**src/rtl/mem_stage_nb_pkg.sv**
```systemverilog
// mem_stage_nb_pkg: load size encoding, queue entry control fields, load lane extraction
package mem_stage_nb_pkg;
  typedef enum logic [1:0] {SZ_B, SZ_H, SZ_W, SZ_D} ld_size_e;
  typedef struct packed {
    logic valid;
    logic req;
    logic done;
    logic ld;
    logic uns;
    logic rf_we;
    ld_size_e size;
    logic [2:0] addr_lo;
    logic [4:0] waddr;
  } entry_t;
  // Works on a 64-bit container; loads as wide as the datapath pass through unextended.
  function automatic logic [63:0] load_extract(input logic [63:0] d, input logic [2:0] lo,
                                               input ld_size_e sz, input logic uns, input int bytes);
    logic [3:0] nb = 4'd1 << sz;
    logic [2:0] off = lo & ~(nb[2:0] - 3'd1);
    logic [63:0] sh = d >> {off, 3'b000};
    logic [63:0] m = ~64'd0 >> (7'd64 - {nb, 3'b000});
    logic s = ~uns & |(sh & (m ^ (m >> 1)));
    return (int'(nb) >= bytes) ? sh : (sh & m) | ({64{s}} & ~m);
  endfunction
endpackage

```
**src/rtl/mem_stage_nb_if.sv**
```systemverilog
// mem_stage_nb_if: EX/MEM/WB/ID/data-SRAM response signals of the MEM stage
interface mem_stage_nb_if #(
  parameter int DEPTH = 2,
  parameter int DATA_W = 32,
  parameter int PC_W = 32,
  parameter int SIDE_W = 64
);
  import mem_stage_nb_pkg::*;
  localparam int LW = $clog2(DATA_W / 8);
  localparam int CW = $clog2(DEPTH + 1);
  logic flush;
  logic ex_valid;
  logic mem_allowin;
  logic ex_req;
  logic ex_ld;
  ld_size_e ex_size;
  logic ex_unsigned;
  logic [LW-1:0] ex_addr_lo;
  logic ex_rf_we;
  logic [4:0] ex_rf_waddr;
  logic [DATA_W-1:0] ex_result;
  logic [PC_W-1:0] ex_pc;
  logic [SIDE_W-1:0] ex_side;
  logic data_ok;
  logic [DATA_W-1:0] rdata;
  logic wb_allowin;
  logic mem_to_wb_valid;
  logic wb_rf_we;
  logic [4:0] wb_rf_waddr;
  logic [DATA_W-1:0] wb_rf_wdata;
  logic [PC_W-1:0] wb_pc;
  logic [SIDE_W-1:0] wb_side;
  logic fwd_we;
  logic [4:0] fwd_waddr;
  logic [DATA_W-1:0] fwd_wdata;
  logic fwd_busy;
  logic [CW-1:0] drain_cnt;
  modport master (
    output flush, ex_valid, ex_req, ex_ld, ex_size, ex_unsigned, ex_addr_lo, ex_rf_we,
           ex_rf_waddr, ex_result, ex_pc, ex_side, data_ok, rdata, wb_allowin,
    input  mem_allowin, mem_to_wb_valid, wb_rf_we, wb_rf_waddr, wb_rf_wdata, wb_pc, wb_side,
           fwd_we, fwd_waddr, fwd_wdata, fwd_busy, drain_cnt
  );
  modport slave (
    input  flush, ex_valid, ex_req, ex_ld, ex_size, ex_unsigned, ex_addr_lo, ex_rf_we,
           ex_rf_waddr, ex_result, ex_pc, ex_side, data_ok, rdata, wb_allowin,
    output mem_allowin, mem_to_wb_valid, wb_rf_we, wb_rf_waddr, wb_rf_wdata, wb_pc, wb_side,
           fwd_we, fwd_waddr, fwd_wdata, fwd_busy, drain_cnt
  );
endinterface

```
**src/rtl/mem_stage_nb_load_align.sv**
```systemverilog
// mem_stage_nb_load_align: selects the addressed lane of a load response and extends it
module mem_stage_nb_load_align
  import mem_stage_nb_pkg::*;
#(
  parameter int DATA_W = 32
) (
  input  logic [DATA_W-1:0] rdata_i,
  input  logic [2:0]        addr_lo_i,
  input  ld_size_e          size_i,
  input  logic              unsigned_i,
  output logic [DATA_W-1:0] result_o
);
  assign result_o = DATA_W'(load_extract(64'(rdata_i), addr_lo_i, size_i, unsigned_i, DATA_W / 8));
endmodule

```
**src/rtl/mem_stage_nb.sv**
```systemverilog
// mem_stage_nb: non-blocking MEM stage, in-order queue with in-order SRAM responses and flush draining
module mem_stage_nb
  import mem_stage_nb_pkg::*;
#(
  parameter int DEPTH = 2,
  parameter int DATA_W = 32,
  parameter int PC_W = 32,
  parameter int SIDE_W = 64
) (
  input logic clk,
  input logic resetn,
  mem_stage_nb_if.slave bus
);
  localparam int AW = $clog2(DEPTH);
  localparam int CW = $clog2(DEPTH + 1);
  entry_t ent_q [DEPTH];
  logic [DATA_W-1:0] data_q [DEPTH];
  logic [PC_W-1:0] pc_q [DEPTH];
  logic [SIDE_W-1:0] side_q [DEPTH];
  logic [AW-1:0] head_q, head_d, tail_q, tail_d, young, idx, resp_idx;
  logic [CW-1:0] cnt_q, cnt_d, drain_q, drain_d, pend;
  logic deq, enq, stale, found, hit;
  entry_t h, y, ent_d;
  logic [DATA_W-1:0] ld_data;
  mem_stage_nb_load_align #(.DATA_W(DATA_W)) u_align (
    .rdata_i   (bus.rdata),
    .addr_lo_i (ent_q[resp_idx].addr_lo),
    .size_i    (ent_q[resp_idx].size),
    .unsigned_i(ent_q[resp_idx].uns),
    .result_o  (ld_data)
  );
  always_comb begin
    young = tail_q - 1'b1;
    h = ent_q[head_q];
    y = ent_q[young];
    bus.mem_to_wb_valid = h.valid & h.done;
    deq = bus.mem_to_wb_valid & bus.wb_allowin;
    bus.mem_allowin = (cnt_q < CW'(DEPTH)) | deq;
    enq = bus.ex_valid & bus.mem_allowin & ~bus.flush;
    stale = bus.data_ok & (drain_q != '0);
    found = 1'b0;
    resp_idx = head_q;
    pend = '0;
    idx = head_q;
    // Responses are in issue order, so the oldest pending entry from head owns the next beat.
    for (int i = 0; i < DEPTH; i++) begin
      idx = head_q + AW'(i);
      if (ent_q[idx].valid & ent_q[idx].req & ~ent_q[idx].done) begin
        pend = pend + 1'b1;
        if (!found) begin
          found = 1'b1;
          resp_idx = idx;
        end
      end
    end
    hit = bus.data_ok & ~stale & found;
    drain_d = drain_q - CW'(stale) + (bus.flush ? pend - CW'(hit) : '0);
    head_d = bus.flush ? '0 : head_q + AW'(deq);
    tail_d = bus.flush ? '0 : tail_q + AW'(enq);
    cnt_d = bus.flush ? '0 : cnt_q + CW'(enq) - CW'(deq);
    ent_d = '{valid: 1'b1, req: bus.ex_req, done: ~bus.ex_req, ld: bus.ex_ld, uns: bus.ex_unsigned,
              rf_we: bus.ex_rf_we, size: bus.ex_size, addr_lo: 3'(bus.ex_addr_lo), waddr: bus.ex_rf_waddr};
    bus.wb_rf_we = h.valid & h.rf_we;
    bus.wb_rf_waddr = h.waddr;
    bus.wb_rf_wdata = data_q[head_q];
    bus.wb_pc = pc_q[head_q];
    bus.wb_side = side_q[head_q];
    bus.fwd_we = y.valid & y.rf_we;
    bus.fwd_waddr = y.waddr;
    bus.fwd_wdata = data_q[young];
    bus.fwd_busy = bus.fwd_we & y.ld & ~y.done;
    bus.drain_cnt = drain_q;
  end
  always_ff @(posedge clk) begin
    if (!resetn) begin
      head_q <= '0;
      tail_q <= '0;
      cnt_q <= '0;
      drain_q <= '0;
      for (int i = 0; i < DEPTH; i++) begin
        ent_q[i] <= '0;
        data_q[i] <= '0;
        pc_q[i] <= '0;
        side_q[i] <= '0;
      end
    end else begin
      head_q <= head_d;
      tail_q <= tail_d;
      cnt_q <= cnt_d;
      drain_q <= drain_d;
      if (hit) begin
        ent_q[resp_idx].done <= 1'b1;
        if (ent_q[resp_idx].ld) data_q[resp_idx] <= ld_data;
      end
      if (deq) ent_q[head_q].valid <= 1'b0;
      // When full, tail aliases the retiring head, so the enqueue must follow the dequeue clear.
      if (enq) begin
        ent_q[tail_q] <= ent_d;
        data_q[tail_q] <= bus.ex_result;
        pc_q[tail_q] <= bus.ex_pc;
        side_q[tail_q] <= bus.ex_side;
      end
      if (bus.flush) for (int i = 0; i < DEPTH; i++) ent_q[i].valid <= 1'b0;
    end
  end
  a_no_orphan_resp: assert property (@(posedge clk) disable iff (!resetn) bus.data_ok |-> (stale | found));
endmodule

```
**src/flat_wrapper.sv**
```systemverilog
// flat-port wrapper written by rule: the top's interface ports become plain ports
module mem_stage_nb_flat import mem_stage_nb_pkg::*;
#(
  parameter int DEPTH = 2,
  parameter int DATA_W = 32,
  parameter int PC_W = 32,
  parameter int SIDE_W = 64
)
  (clk, resetn, bus_flush, bus_ex_valid, bus_ex_req, bus_ex_ld, bus_ex_size, bus_ex_unsigned, bus_ex_addr_lo, bus_ex_rf_we, bus_ex_rf_waddr, bus_ex_result, bus_ex_pc, bus_ex_side, bus_data_ok, bus_rdata, bus_wb_allowin, bus_mem_allowin, bus_mem_to_wb_valid, bus_wb_rf_we, bus_wb_rf_waddr, bus_wb_rf_wdata, bus_wb_pc, bus_wb_side, bus_fwd_we, bus_fwd_waddr, bus_fwd_wdata, bus_fwd_busy, bus_drain_cnt);
  mem_stage_nb_if #(.DEPTH(DEPTH), .DATA_W(DATA_W), .PC_W(PC_W), .SIDE_W(SIDE_W)) bus_i ();
  input logic clk;
  input logic resetn;
  input wire logic [$bits(bus_i.flush)-1:0] bus_flush;
  input wire logic [$bits(bus_i.ex_valid)-1:0] bus_ex_valid;
  input wire logic [$bits(bus_i.ex_req)-1:0] bus_ex_req;
  input wire logic [$bits(bus_i.ex_ld)-1:0] bus_ex_ld;
  input wire logic [$bits(bus_i.ex_size)-1:0] bus_ex_size;
  input wire logic [$bits(bus_i.ex_unsigned)-1:0] bus_ex_unsigned;
  input wire logic [$bits(bus_i.ex_addr_lo)-1:0] bus_ex_addr_lo;
  input wire logic [$bits(bus_i.ex_rf_we)-1:0] bus_ex_rf_we;
  input wire logic [$bits(bus_i.ex_rf_waddr)-1:0] bus_ex_rf_waddr;
  input wire logic [$bits(bus_i.ex_result)-1:0] bus_ex_result;
  input wire logic [$bits(bus_i.ex_pc)-1:0] bus_ex_pc;
  input wire logic [$bits(bus_i.ex_side)-1:0] bus_ex_side;
  input wire logic [$bits(bus_i.data_ok)-1:0] bus_data_ok;
  input wire logic [$bits(bus_i.rdata)-1:0] bus_rdata;
  input wire logic [$bits(bus_i.wb_allowin)-1:0] bus_wb_allowin;
  output wire logic [$bits(bus_i.mem_allowin)-1:0] bus_mem_allowin;
  output wire logic [$bits(bus_i.mem_to_wb_valid)-1:0] bus_mem_to_wb_valid;
  output wire logic [$bits(bus_i.wb_rf_we)-1:0] bus_wb_rf_we;
  output wire logic [$bits(bus_i.wb_rf_waddr)-1:0] bus_wb_rf_waddr;
  output wire logic [$bits(bus_i.wb_rf_wdata)-1:0] bus_wb_rf_wdata;
  output wire logic [$bits(bus_i.wb_pc)-1:0] bus_wb_pc;
  output wire logic [$bits(bus_i.wb_side)-1:0] bus_wb_side;
  output wire logic [$bits(bus_i.fwd_we)-1:0] bus_fwd_we;
  output wire logic [$bits(bus_i.fwd_waddr)-1:0] bus_fwd_waddr;
  output wire logic [$bits(bus_i.fwd_wdata)-1:0] bus_fwd_wdata;
  output wire logic [$bits(bus_i.fwd_busy)-1:0] bus_fwd_busy;
  output wire logic [$bits(bus_i.drain_cnt)-1:0] bus_drain_cnt;
  assign bus_i.flush = bus_flush;
  assign bus_i.ex_valid = bus_ex_valid;
  assign bus_i.ex_req = bus_ex_req;
  assign bus_i.ex_ld = bus_ex_ld;
  assign bus_i.ex_size = bus_ex_size;
  assign bus_i.ex_unsigned = bus_ex_unsigned;
  assign bus_i.ex_addr_lo = bus_ex_addr_lo;
  assign bus_i.ex_rf_we = bus_ex_rf_we;
  assign bus_i.ex_rf_waddr = bus_ex_rf_waddr;
  assign bus_i.ex_result = bus_ex_result;
  assign bus_i.ex_pc = bus_ex_pc;
  assign bus_i.ex_side = bus_ex_side;
  assign bus_i.data_ok = bus_data_ok;
  assign bus_i.rdata = bus_rdata;
  assign bus_i.wb_allowin = bus_wb_allowin;
  assign bus_mem_allowin = bus_i.mem_allowin;
  assign bus_mem_to_wb_valid = bus_i.mem_to_wb_valid;
  assign bus_wb_rf_we = bus_i.wb_rf_we;
  assign bus_wb_rf_waddr = bus_i.wb_rf_waddr;
  assign bus_wb_rf_wdata = bus_i.wb_rf_wdata;
  assign bus_wb_pc = bus_i.wb_pc;
  assign bus_wb_side = bus_i.wb_side;
  assign bus_fwd_we = bus_i.fwd_we;
  assign bus_fwd_waddr = bus_i.fwd_waddr;
  assign bus_fwd_wdata = bus_i.fwd_wdata;
  assign bus_fwd_busy = bus_i.fwd_busy;
  assign bus_drain_cnt = bus_i.drain_cnt;
  mem_stage_nb #(.DEPTH(DEPTH), .DATA_W(DATA_W), .PC_W(PC_W), .SIDE_W(SIDE_W)) u_core (.clk(clk), .resetn(resetn), .bus(bus_i));
endmodule
```
**config.mk**
```make
export PLATFORM = sky130hd
export DESIGN_NAME = mem_stage_nb_flat
export DESIGN_NICKNAME = d
export VERILOG_FILES = /design/src/rtl/mem_stage_nb_pkg.sv /design/src/rtl/mem_stage_nb_if.sv /design/src/rtl/mem_stage_nb_load_align.sv /design/src/rtl/mem_stage_nb.sv /design/src/flat_wrapper.sv
export SDC_FILE = /design/constraint.sdc
export NUM_CORES = 1
export LEC_CHECK = 0
export CORE_MARGIN = 3
export CORE_UTILIZATION = 50
export CTS_BUF_LIST = sky130_fd_sc_hd__clkbuf_8 sky130_fd_sc_hd__clkbuf_16
export DETAILED_ROUTE_END_ITERATION = 16
export PLACE_DENSITY = 0.81
export SETUP_SLACK_MARGIN = 0.15
export SLEW_MARGIN = 5
export SYNTH_ARGS = -nofsm -noshare
export SYNTH_HDL_FRONTEND = slang
export SYNTH_SLANG_ARGS = --single-unit
```
**constraint.sdc**
```tcl
create_clock -name clk -period 15.1 [get_ports clk]
set_input_delay 3.02 -clock clk [delete_from_list [all_inputs] [get_ports clk]]
set_output_delay 3.02 -clock clk [all_outputs]
set_load 0.03 [all_outputs]
```
* Word level (Yosys, flattened, before mapping) *
Memories as Yosys holds them, arrays and structs flattened. A register that Yosys moved wholly into a read port is not among the register bits.
Cells that the tools add are included.

operators by class
  reduce and logical (&&, ||, !) cells = 9
  shifts and indexed selects = 3
  mux-type cells = 49
  order comparisons = 2
  equality and inequality tests = 3
  bitwise gates (word level) = 53
  add/sub/neg operators = 12

operators by type and width
  cell                                                                                 count
  32-bit two-way mux                                                                   4
  64-bit OR reduction                                                                  2
  32-bit OR reduction                                                                  3
  32-bit bitwise AND                                                                   2
  64-bit bitwise AND                                                                   1
  64-bit two-way mux                                                                   1
  32-bit by 6-bit >> shifter with 64-bit output                                        1
  64-bit by 7-bit >> shifter with 64-bit output, first input constant                  1
  64-bit by 63-bit XOR with 64-bit output                                              1
  1-bit two-way mux                                                                    38
  32-bit NOT                                                                           1
  32-bit OR                                                                            1
  15-bit two-way mux                                                                   2
  15-bit OR reduction                                                                  2
  1-bit bitwise AND                                                                    24
  1-bit NOT                                                                            14
  2-bit two-way mux                                                                    4
  7-bit subtractor, first input constant                                               1
  2-bit by 1-bit subtractor with 2-bit output                                          3
  4-bit by 3-bit greater-or-equal comparator with 1-bit output, second input constant  1
  1-bit by 2-bit left shift with 4-bit output, first input constant                    1
  3-bit bitwise AND                                                                    1
  3-bit NOT                                                                            1
  1-bit OR                                                                             3
  other kinds (14)                                                                     18

storage, ports and cells
  input port bits = 179
  logic and storage cells = 139
  bits in writable memories = 286
  register bits = 6
  output and inout bits = 177
  memories kept = 4

memories
  memory         depth  bits a word  read ports  clocked after Yosys merged registers in  write ports  RTL line            source
  u_core.side_q  2      64           1           1                                        2            mem_stage_nb.sv:19  logic [SIDE_W-1:0] side_q [DEPTH];
  u_core.data_q  2      32           2           1                                        2            mem_stage_nb.sv:17  logic [DATA_W-1:0] data_q [DEPTH];
  u_core.pc_q    2      32           1           1                                        2            mem_stage_nb.sv:18  logic [PC_W-1:0] pc_q [DEPTH];
  u_core.ent_q   2      15           4           1                                        3            mem_stage_nb.sv:16  entry_t ent_q [DEPTH];

* Longest topological paths before layout *
Gate-level depths: netlist of run 1.
An unclocked memory read counts as a cell.

  depth in word-level cells = 18
  mapped depth = 15
  depth with buffers taken out = 13

* Cells and area by module *
Synthesis of run 1 repeated with hierarchy kept, for this count alone.

unflattened totals
  cell total of the unflattened synthesis = 1022
  area total of the unflattened synthesis = 14410.1 um^2

modules (own cells, without submodules)
  module                   seq. area each (um^2)  area an instance (um^2)  cells each  instances
  mem_stage_nb             8668.3                 13534.2                  908         1
  mem_stage_nb_load_align  0.0                    875.8                    114         1

* Least setup slack after synthesis of run 1 *
Ideal clock, no wire load.

  path kind = input -> register
  start = input port bus_wb_allowin
  end = memory u_core.data_q[1][24], data pin
  setup slack = 2.460 ns
  path buffers = 1
  library setup time = 0.259 ns
  data required time = 14.841 ns
  data arrival time = 12.381 ns
  cell stages on the path = 8
  cells stage by stage = nand4_1 -> nand3_1 -> nand2_1 -> o31ai_1 -> nor2_1 -> clkbuf_1 -> nand3_2 -> o21ai_1

RTL lines
  what         RTL line            source
  from (decl)  flat_wrapper.sv:27  input wire logic [$bits(bus_i.wb_allowin)-1:0] bus_wb_allowin;
  to (decl)    mem_stage_nb.sv:17

* Final worst setup path of run 1 *
  start = input port bus_wb_allowin
  end = output port bus_mem_allowin

on the way
  word-level cells in the longest chain between the ends = 2

ends and longest elaborated chain
  what               RTL line            source
  1-bit bitwise AND  mem_stage_nb.sv:37  deq = bus.mem_to_wb_valid & bus.wb_allowin;
  1-bit OR           mem_stage_nb.sv:38  bus.mem_allowin = (cnt_q < CW'(DEPTH)) | deq;
  to (decl)          flat_wrapper.sv:28  output wire logic [$bits(bus_i.mem_allowin)-1:0] bus_mem_allowin;

No other way between the ends.

==> results by stage, run 1 <==
Yosys:
- Of the total synthesized cell area, the portion taken by XOR and XNOR cells is 0.312%.
- The synthesis-stage register bit count is 292.
- Of the total synthesized cell area, the portion taken by AND, OR, NAND and NOR gates is 14.4%.
- The count of warnings emitted by yosys is 0.
- The proportion of synthesized area in mux cells is 15.3%.
- After synthesis, the mean cell area works out to 13.5 µm².
- In the synthesized netlist the dominant register cell turns out to be sky130_fd_sc_hd__edfxtp_1.
- In the synthesized netlist, the number of instances is 1039.
- After Yosys synthesis, full adders, half adders and majority gates account for 0.874% of the synthesized area.
- The count of different cell masters after synthesis is 55.
- The number of nets produced by synthesis is 1225.
- The sequential-to-total area share from yosys stat is 61.8%.
- The dominant combinational cell family by area after synthesis is multiplexers.
- The compound-gate portion of the synthesized area is 5.24%.
- The post-synthesis instance area is 0.0140 mm².
- The number of enable flip-flop cells after synthesis is 282.
- The proportion of register bits with asynchronous set or reset after synthesis is 0%.

Drt:
- The aggregate routed wire length is 37200 µm.
- The iteration count of the initial detailed-routing pass is 5.
- The total number of vias is 9627.
- The detailed-route vias per instance is 5.42.
- In the final routed layout, each cell accounts on average for 21.0 µm.
- The antenna violation net count after detailed routing is 0.
- The violation count after the first detailed-routing iteration is 814.
- The remaining design rule violation count is 0.

Setup path:
- The endpoint type of the worst setup path is a primary output.
- The critical path required time is 12080 ps.
- The largest fanout on the critical path is 4.
- The count of buffering cells on the critical path with inverters included is 2.
- Among all stages on the critical path, the largest delay is contributed by sky130_fd_sc_hd__clkdlybuf4s50_1.
- The worst reg-to-reg setup slack is 10720 ps.
- The worst setup path is of the in2out kind.
- Walking the worst path, the cells encountered are clkdlybuf4s50_1 > nand4_1 > nand3_1 > clkdlybuf4s50_1.
- The biggest cell delay along the critical path is 710 ps.
- Data arrives at the worst endpoint at 4690 ps.
- The critical path's most frequent cell is sky130_fd_sc_hd__clkdlybuf4s50_1.
- Grouping stages by cell kind, the critical path spends the most delay in buffers and inverters.
- The endpoint identified for the worst register-to-register timing path is u_core.data_q[0][12].
- The startpoint class of the critical path is an input pin.
- For the worst flop-to-flop path, the logic depth is 11.
- The startpoint identified for the worst register-to-register timing path is u_core.head_q.

Clock network:
- The clock buffer count from CTS is 31.
- The CTS clock-pin slew for the worst setup and hold paths is 50 ps.
- The number of buffers added to fix hold violations after cts is 0.
- In this run the clock root is driven by a sky130_fd_sc_hd__clkbuf_16.
- The latest clock arrival within the worst-skew pair is 550 ps.
- The TritonCTS clock tree is built.
- The number of resized instances in the post-cts repair step is 0.
- The number of buffers on the longest clock path is 3.
- Buffers added to address setup during post-CTS repair amount to 0.
- The number of H-tree branching levels is 1.
- Clock tree synthesis found a total of 292 sinks.

Min path:
- The startpoint identified for the worst hold timing path is u_core.cnt_q[1].
- The worst hold path belongs to the class reg2reg.
- The worst hold path terminates at u_core.cnt_q[1].
- The worst hold path passes through 2 cells.

Placement:
- The number of buffer cells added on primary ports is 355.
- The placed instances occupy a cell area of 0.0180 mm².
- At the end of routability-driven placement, the weighted congestion stood at 0.886.
- The HPWL after detailed placement is 25200 µm.

Timing:
- The maximum operating frequency is 0.130 GHz.
- Across the routed clock network, the largest skew measured is 18.7 ps.
- The measured slew at the worst slew-check pin is 1130 ps.
- In this run the tightest slew margin relative to its limit is 24.2%.
- In the finished design, the share of the clock period the worst path needs comes to 51.0%.
- Setup repair after global routing left no endpoint under its margin.
- The smallest clock period supported by the final layout is computed as 7710 ps.
- The final count of hold timing violations came to 0.
- Setup violations remaining at the end of the flow were counted as 0.
- The count of pins over their slew limit is 0.
- Setup total negative slack on the finished layout was measured at 0 ps.

Final layout:
- Leaving out fill and tap cells, the most frequent cells in the layout are sky130_fd_sc_hd__clkdlybuf4s50_1 (355), sky130_fd_sc_hd__edfxtp_1 (282), sky130_fd_sc_hd__and2_1 (224), sky130_fd_sc_hd__mux2_2 (177), sky130_fd_sc_hd__nand2_1 (70).
- With fillers left out, the area of the finished cells amounts to 0.0189 mm².
- Cells with a size suffix above 1 make up 18.0% of the layout.
- The final net count is 1566.
- The most frequent standard cell in the layout excluding fill and tap cells is sky130_fd_sc_hd__clkdlybuf4s50_1.
- From synthesis to final layout, the design area changed by 34.6%.

Floorplan:
- For this design the top-level I/O count stands at 356.
- The die area is 0.0301 mm².
- The total area inside the core boundary comes to 0.0273 mm².
- For this configuration, the core starts out at a cell density of 51.5%.
- Measured along the x axis, the die boundary spans 174 µm.
- The die is 174 µm tall.
- The floorplan row count is 60.

Power and ir drop:
- Summed over all cells, the static leakage comes to 0.00701 µW.
- The sequential cell fraction of total power is 48.5%.
- Combinational logic is responsible for 15.8% of the overall power.
- The switching share of power is 24.7%.
- The power density relative to cell area is 104 mW/mm².
- VDD sags by at most 0.0996 mV.
- The analysis attributes to net switching a power of 484 µW.
- The cell-internal power is 1480 µW.
- Of the total power, the clock network draws 35.7%.

Global route:
- The number of antenna violations at the first check in global routing came to 6.
- The global routing usage summed across all routing layers is 23.7%.
- The global-route wire length before repair is 56700 µm.
- The total congestion overflow is 0.
- The number of global-route vias before repair is 10100.
- Entering global routing, the biggest net connects 79 pins.

Flow run:
- The number of maximum-capacitance constraint violations is 0.

Outcome:
- The run finished with clean final reports.
## kinds of logic after synthesis
family                   after synthesis
AND/OR/NAND/NOR                      354
flip-flops                           292
multiplexers                         190
AO/OA/AOI/OAI                        117
buffers and inverters                 71
adder cells (fa/ha/maj)               10
XOR/XNOR                               5
## area by class of cell
type	instances	area [µm²]
Inverter	11	41.3
Tap cell	372	465
Multi-Input combinational cell	676	5120
Clock buffer	31	776
Clock inverter	23	153
Antenna cell	4	10.0
Fill cell	1933	8360
Sequential cell	292	8670
Timing Repair Buffer	368	3650
## tightest hold or removal path: stages, from the launching register on
cell and delay [ps]:
sky130_fd_sc_hd__dfxtp_1 330, sky130_fd_sc_hd__nor2_1 120, sky130_fd_sc_hd__nor3_1 60
## flip-flops by register name, summed over array words and instances (netlist names)
name,count
u_core.bus.drain_cnt,2
u_core.pc_q,64
u_core.data_q,64
u_core.head_q,1
u_core.ent_q,30
u_core.cnt_q,2
u_core.tail_q,1
u_core.side_q,128
## cells in the mapped netlist, types with 9 or more instances
cell type	instances	share of area, %
sky130_fd_sc_hd__buf_1	9	0.24
sky130_fd_sc_hd__inv_1	11	0.29
sky130_fd_sc_hd__edfxtp_1	282	60
sky130_fd_sc_hd__mux2_2	177	14
sky130_fd_sc_hd__a22o_1	16	1.0
sky130_fd_sc_hd__a21oi_1	20	0.71
sky130_fd_sc_hd__and2_1	224	10
sky130_fd_sc_hd__o21ai_0	35	1.2
sky130_fd_sc_hd__clkbuf_1	44	1.2
sky130_fd_sc_hd__mux2i_1	11	0.78
sky130_fd_sc_hd__o21ai_1	28	1.0
sky130_fd_sc_hd__nand2_1	70	1.9
sky130_fd_sc_hd__dfxtp_1	10	1.4
sky130_fd_sc_hd__nor2_1	25	0.67
sky130_fd_sc_hd__nand3_1	9	0.32
## metrics by stage
stage,cells,hold slack (ps),total power (µW),worst slack [ps],util [%]
6_report,1777,551,1960,7390,69.3
3_3_place_gp,1719,519,1270,7470,65.9
5_1_grt,1777,576,2030,7260,69.3
2_1_floorplan,1039,493,1130,2460,-
4_1_cts,1773,540,1980,7420,69.3
3_5_place_dp,1719,527,1280,7430,65.9
## power groups by stage
stage               combinational (µW)  clock, µW  sequential (µW)
floorplan                          159          0              975
global placement                   306          0              967
detailed placement                 309          0              970
CTS                                311        713              953
global route                       327        744              958
finish                             310        701              954
## layer usage
metal,up-vias,GRT usage [%],wire length (µm)
met5,-,0,27
met4,4,8.65,1360
met3,82,6.13,3200
met2,437,40.8,18500
met1,4655,29.0,14200
li1,4449,-,-
## how the worst max path moves through the flow
stage	from	endpoint	slack, ps	cells after the start
floorplan	bus_wb_allowin	u_core.data_q[1][24]	2460	8
global placement	bus_wb_allowin	bus_mem_allowin	7470	4
detailed placement	bus_wb_allowin	bus_mem_allowin	7430	4
CTS	bus_wb_allowin	bus_mem_allowin	7420	4
global route	bus_wb_allowin	bus_mem_allowin	7260	4
finish	bus_wb_allowin	bus_mem_allowin	7390	4
(Power assumes the default switching activity.)
==> run 2, diff against run 1 <==
==> constraint.sdc (replaced) <==
create_clock -name clk -period 7.5 [get_ports clk]
set_input_delay 1.5 -clock clk [delete_from_list [all_inputs] [get_ports clk]]
set_output_delay 1.5 -clock clk [all_outputs]
set_load 0.03 [all_outputs]
==> run 2 against run 1 <==
Effect of this change: flip-flop and latch count did not move; worst setup slack got worse by 4800 ps; power rose by 100%; largest power group unchanged; clock skew fell by 8.6 ps; clock-buffer cell count did not move; critical path depth did not move.
==> results by stage, run 2 (same netlist as run 1, synthesis figures left out) <==
Setup path:
- The critical path's slowest cell is sky130_fd_sc_hd__dfxtp_2.
- The path depth of the worst reg2reg path was 11 (unchanged).
- The worst reg-to-reg setup slack is 3610 ps (-7110 ps).
- The largest delay contributor family on the critical path is buffers and inverters.
- The largest fanout on the critical path is 41 (+37).
- The worst flop-to-flop path endpoint is u_core.data_q[0][26].
- Traced cell by cell, the critical path runs through inv_1 > o21ai_0 > a21boi_0 > clkdlybuf4s50_1.
- STA classifies the critical path startpoint as a register.
- The critical path required time came to 6000 ps (-6080 ps).
- The count of buffering cells on the critical path with inverters included came to 2 (unchanged).
- The endpoint type of the worst setup path is a primary output.
- The worst reg2reg path startpoint is u_core.ent_q[1][14].
- The arrival time at the worst endpoint is 3430 ps (-1260 ps).
- The critical path in this run is classified as reg2out.
- The biggest cell delay along the critical path is 1070 ps (+360 ps).

Min path:
- The worst min-delay path endpoint is u_core.cnt_q[1].
- The worst min-delay path category is reg2reg.
- The worst hold path cell count is 2 (unchanged).
- The worst hold path begins at u_core.cnt_q[1].

Placement:
- The placed standard-cell area came to 0.0180 mm² (about the same).
- The instance count after placement with tap cells included came to 1720 (+0.058%).
- The setup slack after placement is 2650 ps (-4780 ps).
- The final HPWL from detailed placement came to 25500 µm (+1.4%).
- The routability congestion estimate from global placement was 0.881 (-0.59%).
- The number of buffer cells added on primary ports is 355 (unchanged).

Floorplan:
- The number of top-level design ports is 356 (unchanged).
- The effective utilization at floorplan was 51.5% (unchanged).
- The die area is 0.0301 mm² (unchanged).
- The die height was 174 µm (unchanged).
- The width of the die is 174 µm (unchanged).
- The placeable core region is 0.0273 mm² (unchanged).
- The floorplan row count is 60 (unchanged).

Timing:
- The worst clock skew is 10.1 ps (-8.56 ps).
- The final critical delay including setup and external delays is 4930 ps.
- The worst path uses 65.8% of the clock period.
- For this run, the top clock speed supported by timing is 0.203 GHz.
- The setup TNS was 0 ps (unchanged).
- The measured slew at the worst slew-check pin is 1140 ps (+10.0 ps).
- The count of pins over their slew limit is 0 (unchanged).
- Setup repair after global routing left no endpoint under its margin.
- The worst path setup slack after routing is 2570 ps (-4830 ps).
- The final setup violation count came to 0 (unchanged).
- The final count of hold timing violations is 0 (unchanged).
- The normalized max-slew margin is 23.8% (-0.39 points).

Drt:
- The antenna violation net count after detailed routing was 0 (unchanged).
- The remaining design rule violation count is 0 (unchanged).
- The routed length per placed instance was 20.9 µm (-0.21%).
- The total number of vias is 9658 (+0.32%).
- The iteration count of the initial detailed-routing pass is 5 (unchanged).
- The detailed-route vias per instance is 5.41 (-0.13%).
- The violation count after the first detailed-routing iteration is 854 (+4.9%).
- The aggregate routed wire length was 37300 µm (+0.24%).

Final layout:
- The library cells used most frequently in the layout, excluding fill and tap cells, are sky130_fd_sc_hd__clkdlybuf4s50_1 (355), sky130_fd_sc_hd__edfxtp_1 (282), sky130_fd_sc_hd__and2_1 (224), sky130_fd_sc_hd__mux2_2 (177), sky130_fd_sc_hd__nand2_1 (70).
- Ranked by flip-flop count, first place goes to u_core.side_q.
- The number of standard cells in the final layout excluding fillers is 1785 (+0.45%).
- Leaving out fill and tap cells, the most frequent cell in the layout is sky130_fd_sc_hd__clkdlybuf4s50_1.
- The area taken by multi-input logic gates came to 0.00512 mm² (unchanged).
- The flip-flop count of the largest register, all copies and words added was 128 (unchanged).
- The area of all sequential standard cells is 0.00867 mm² (unchanged).
- The final net count is 1567 (+0.064%).
- The count of filler cells inserted in the layout is 1957 (+1.2%).
- The area growth from synthesis to layout is 35.1%.
- The largest registers in the layout are u_core.side_q: 128 flops, u_core.data_q: 64 flops, u_core.pc_q: 64 flops.
- The share of final-layout standard cells stronger than drive strength 1 was 18.4% (+0.39 points).
- The core utilization of the finished layout was 69.5% (+0.23 points).
- The post-route standard cell area excluding fillers was 0.0190 mm² (+0.32%).

Clock network:
- The buffer type at the clock tree root is sky130_fd_sc_hd__clkbuf_16.
- The number of H-tree branching levels was 1 (unchanged).
- The TritonCTS clock tree is built.
- The number of buffers on the longest clock path is 3 (unchanged).
- The number of buffers added for setup after CTS is 0 (unchanged).
- The number of resized instances in the post-cts repair step came to 0 (unchanged).
- The clock sink count came to 292 (unchanged).
- The latest clock arrival within the worst-skew pair is 540 ps (about the same).
- The number of buffers added to fix hold violations after cts is 0 (unchanged).
- The clock buffer count from CTS is 31 (unchanged).
- The CTS clock-pin slew for the worst setup and hold paths came to 60 ps (about the same).

Global route:
- The total congestion overflow is 0 (unchanged).
- The number of antenna violations at the first check in global routing is 9 (+3).
- The maximum number of pins on one net before global-route repair is 79 (unchanged).
- The global routing usage summed across all routing layers is 24.1% (+0.33 points).
- The global-route wire length before repair is 57000 µm (+0.55%).
- The number of global-route vias before repair is 9968 (-1.4%).

Power and ir drop:
- The static leakage is 0.00701 µW (about the same).
- The power density relative to cell area was 212 mW/mm² (+100%).
- The worst ir drop on vdd is 0.184 mV (+84%).

Outcome:
- The run finished with clean final reports.

Flow run:
- The number of maximum-capacitance constraint violations was 0 (unchanged).
-- run 2: metrics by stage --
step / hold WS, ps / total power [µW]
4_1_cts: 534 / 4040
2_1_floorplan: 493 / 2270
6_report: 531 / 4010
5_1_grt: 570 / 4150
3_5_place_dp: 525 / 2580
3_3_place_gp: 517 / 2560
-- run 2: power breakdown --
part / switching (µW) / internal [µW]
Sequential: 37.8 / 1880
Combinational: 335 / 288
Clock: 617 / 849
-- run 2: worst max-delay path by stage --
| stage | from | end | slack, ps | cells after the start |
|---|---|---|---|---|
| after floorplan | bus_wb_allowin | u_core.data_q[1][0] | 1400 | 5 |
| after global placement | bus_wb_allowin | u_core.pc_q[0][6] | 2760 | 5 |
| after detailed placement | bus_wb_allowin | u_core.pc_q[0][7] | 2650 | 5 |
| after CTS | u_core.tail_q | bus_fwd_busy | 2500 | 4 |
| after global routing | u_core.tail_q | bus_fwd_busy | 2440 | 4 |
| final | u_core.tail_q | bus_fwd_busy | 2570 | 4 |
-- run 2: layer usage --
metal	track usage, %	vias up	wire, µm
li1	-	4480	-
met1	30.0	4683	14300
met2	40.9	424	18700
met3	5.21	71	2910
met4	9.93	0	1370
met5	0	-	0
-- run 2: cell type report --
| cell class | count | area share [%] |
|---|---|---|
| Sequential cell | 292 | 45.8 |
| Multi-Input combinational cell | 676 | 27.0 |
| Timing Repair Buffer | 369 | 19.3 |
| Clock buffer | 31 | 4.09 |
| Tap cell | 372 | 2.46 |
| Clock inverter | 25 | 1.02 |
| Inverter | 11 | 0.218 |
| Antenna cell | 9 | 0.119 |
-- run 2: worst reg2reg max path, stage by stage (launching register included) --
cell and delay (ps):
sky130_fd_sc_hd__dfxtp_1 470, sky130_fd_sc_hd__nand3b_1 170, sky130_fd_sc_hd__o21ai_0 320, sky130_fd_sc_hd__inv_1 80, sky130_fd_sc_hd__ha_1 210, sky130_fd_sc_hd__nor4b_1 520
sky130_fd_sc_hd__inv_1 120, sky130_fd_sc_hd__nor2_1 200, sky130_fd_sc_hd__nand3_1 150, sky130_fd_sc_hd__nor2_1 820, sky130_fd_sc_hd__nand3_2 320, sky130_fd_sc_hd__o21ai_0 320
==> run 3, diff against run 2 <==
==> constraint.sdc (replaced) <==
create_clock -name clk -period 4.8 [get_ports clk]
set_input_delay 0.96 -clock clk [delete_from_list [all_inputs] [get_ports clk]]
set_output_delay 0.96 -clock clk [all_outputs]
set_load 0.03 [all_outputs]
==> run 3 against run 2 <==
Effect of this change: global-route usage decreased by 0.086 points; non-clock buffer count unchanged; via count decreased by 0.97%; combinational power increased by 58%; sequential power increased by 56%; cell count decreased by 0.17%; largest cell class unchanged; highest routed layer unchanged.
==> results by stage, run 3 (same netlist as run 1, synthesis figures left out) <==
Outcome:
- The run finished with clean final reports.

Setup path:
- The critical path required time came to 3840 ps (-2160 ps).
- STA classifies the critical path startpoint as a register.
- The arrival time at the worst endpoint was 3140 ps (-290 ps).
- Tracing the worst setup path back leads to its startpoint at u_core.head_q.
- The worst setup path is captured at a primary output.
- The path depth of the worst reg2reg path is 7 (-4).
- The endpoint identified for the worst register-to-register timing path is u_core.data_q[0][9].
- The worst reg-to-reg setup slack came to 1160 ps (-2450 ps).
- The critical path endpoint is bus_wb_pc[10].
- The largest fanout on the critical path came to 79 (+93%).
- The critical setup path kind is reg2out.
- The worst reg2reg path startpoint is u_core.head_q.

Power and ir drop:
- The power density relative to cell area was 337 mW/mm² (+59%).
- The sum of internal, switching and leakage power is 6440 µW (+61%).
- The worst ir drop on vdd came to 0.269 mV (+47%).
- The static leakage is 0.00705 µW (+0.67%).

Drt:
- The violation count after the first detailed-routing iteration came to 881 (+3.2%).
- The aggregate routed wire length is 37300 µm (about the same).
- The detailed-route vias per instance is 5.37 (-0.81%).
- The routed length per placed instance was 20.9 µm (+0.11%).
- The antenna violation net count after detailed routing is 0 (unchanged).
- The remaining design rule violation count is 0 (unchanged).
- The total number of vias came to 9564 (-0.97%).
- The iteration count of the initial detailed-routing pass is 5 (unchanged).

Clock network:
- The clock buffer count from CTS is 31 (unchanged).
- The number of buffers added to fix hold violations after cts is 0 (unchanged).
- The number of buffers on the longest clock path is 3 (unchanged).
- The CTS clock-pin slew for the worst setup and hold paths is 60 ps (about the same).
- The TritonCTS clock tree is built.
- The latest clock arrival within the worst-skew pair is 550 ps (about the same).
- The number of resized instances in the post-cts repair step came to 0 (unchanged).
- The number of H-tree branching levels is 1 (unchanged).
- The buffer type at the clock tree root is sky130_fd_sc_hd__clkbuf_16.
- The clock sink count is 292 (unchanged).
- The number of buffers added for setup after CTS is 0 (unchanged).

Flow run:
- The number of maximum-capacitance constraint violations came to 0 (unchanged).

Final layout:
- The top cell types in the final layout, fill and taps aside, are sky130_fd_sc_hd__clkdlybuf4s50_1 (355), sky130_fd_sc_hd__edfxtp_1 (282), sky130_fd_sc_hd__and2_1 (224), sky130_fd_sc_hd__mux2_2 (177), sky130_fd_sc_hd__nand2_1 (69).
- The core utilization of the finished layout was 70.1% (+0.53 points).
- Compared with the post-synthesis result, the final layout area differs by 36.1%.
- The register with the most flip-flops in the final layout is u_core.side_q.
- The flip-flop count of the largest register, all copies and words added came to 128 (unchanged).
- The count of filler cells inserted in the layout was 1909 (-2.5%).
- The most frequent standard cell in the layout excluding fill and tap cells is sky130_fd_sc_hd__clkdlybuf4s50_1.
- The final net count was 1567 (unchanged).
- The post-route standard cell area excluding fillers is 0.0191 mm² (+0.77%).
- The share of final-layout standard cells stronger than drive strength 1 is 19.1% (+0.70 points).
- The number of standard cells in the final layout excluding fillers came to 1782 (-0.17%).
- In the final layout, the registers with the most flip-flops are u_core.side_q: 128 flops, u_core.data_q: 64 flops, u_core.pc_q: 64 flops.

Global route:
- The number of antenna violations at the first check in global routing is 5 (-4).
- The global-route track usage on met1 is 28.7% (-1.2 points).
- The met2 demand-to-capacity share in global routing is 41.9% (+0.98 points).
- The global routing usage summed across all routing layers is 24.0% (-0.086 points).
- The total congestion overflow is 0 (unchanged).
- The met3 layer usage reported by global route is 5.26% (+0.044 points).
- The maximum number of pins on one net before global-route repair is 98 (+24%).
- In this run the most used layer during global routing was met2.
- The global-route wire length before repair is 57200 µm (+0.40%).
- The number of global-route vias before repair is 10000 (+0.35%).

Placement:
- The instance count after placement with tap cells included is 1720 (unchanged).
- The final HPWL from detailed placement is 25100 µm (-1.5%).
- The placed standard-cell area is 0.0180 mm² (+0.42%).
- The number of buffer cells added on primary ports is 355 (unchanged).
- The routability congestion estimate from global placement is 0.900 (+2.2%).

Timing:
- The worst clock skew came to 15.0 ps (+4.87 ps).
- The normalized max-slew margin is 30.6% (+6.8 points).
- The measured slew at the worst slew-check pin is 1040 ps (-101 ps).
- The final count of hold timing violations is 0 (unchanged).
- Setup repair after global routing left no endpoint under its margin.
- The count of pins over their slew limit is 0 (unchanged).
- The smallest clock period supported by the final layout is computed as 4100 ps.
- The final setup violation count came to 0 (unchanged).
- Static timing analysis puts the maximum clock frequency at 0.244 GHz.
- In the finished design, the share of the clock period the worst path needs comes to 85.5%.
- The hold slack is 573 ps (+41.1 ps).

Floorplan:
- The number of top-level design ports came to 356 (unchanged).
- The die height was 174 µm (unchanged).
- The effective utilization at floorplan was 51.5% (unchanged).
- The die area is 0.0301 mm² (unchanged).
- The floorplan row count came to 60 (unchanged).
- The placeable core region is 0.0273 mm² (unchanged).
- The width of the die is 174 µm (unchanged).

Min path:
- The worst min-delay path category is reg2reg.
run 3: cell count changes in the layout (fill, tap and decap cells not counted), sizes merged:
cell | previous run | this run
bufinv | 3 | 5
clkinv | 16 | 14
clkinvlp | 2 | 3
diode | 9 | 5
run 3: power by group:
group	switching, µW	leakage (µW)	internal, µW
Combinational	533	0.00349	453
Clock	1010	0.000516	1450
Sequential	53.2	0.00305	2940
Total	1590	0.00705	4850
run 3: how the worst min path moves through the flow:
stage                        start  depth (start not counted)                  end
6_report           u_core.cnt_q[1]                          2      u_core.cnt_q[1]
5_1_grt            u_core.cnt_q[1]                          2      u_core.cnt_q[1]
4_1_cts            u_core.cnt_q[1]                          2      u_core.cnt_q[1]
3_5_place_dp   u_core.ent_q[0][14]                          2  u_core.ent_q[0][14]
3_3_place_gp       u_core.cnt_q[1]                          2      u_core.cnt_q[1]
2_1_floorplan  u_core.ent_q[0][14]                          2  u_core.ent_q[0][14]
run 3: layer usage:
| metal | share of wire (%) | up-vias |
|---|---|---|
| met2 | 51 | 387 |
| li1 | - | 4465 |
| met5 | 0 | - |
| met4 | 3.8 | 0 |
| met3 | 6.9 | 76 |
| met1 | 38 | 4636 |
run 3: area by class of cell:
class                   instances  area, µm²  area share (%)
multi-input cells             676       5160            27.0
inverters                      11       41.3           0.216
flip-flops and latches        292       8670            45.4
diodes                          5       12.5          0.0655
well taps                     372        465            2.44
clock inverters                26        274            1.43
repair buffers                369       3700            19.4
clock buffers                  31        776            4.06
run 3: critical path: stages (launching register included):
cell and delay (ps):
sky130_fd_sc_hd__dfxtp_4 960, sky130_fd_sc_hd__buf_12 460, sky130_fd_sc_hd__mux2_2 420, sky130_fd_sc_hd__clkdlybuf4s50_1 620
run 3: metrics by stage:
step | setup TNS (ps) | worst slack, ps
global placement | 0 | 1050
detailed placement | 0 | 915
CTS | 0 | 668
floorplan | -19870 | -400
finish | 0 | 695
global route | 0 | 571
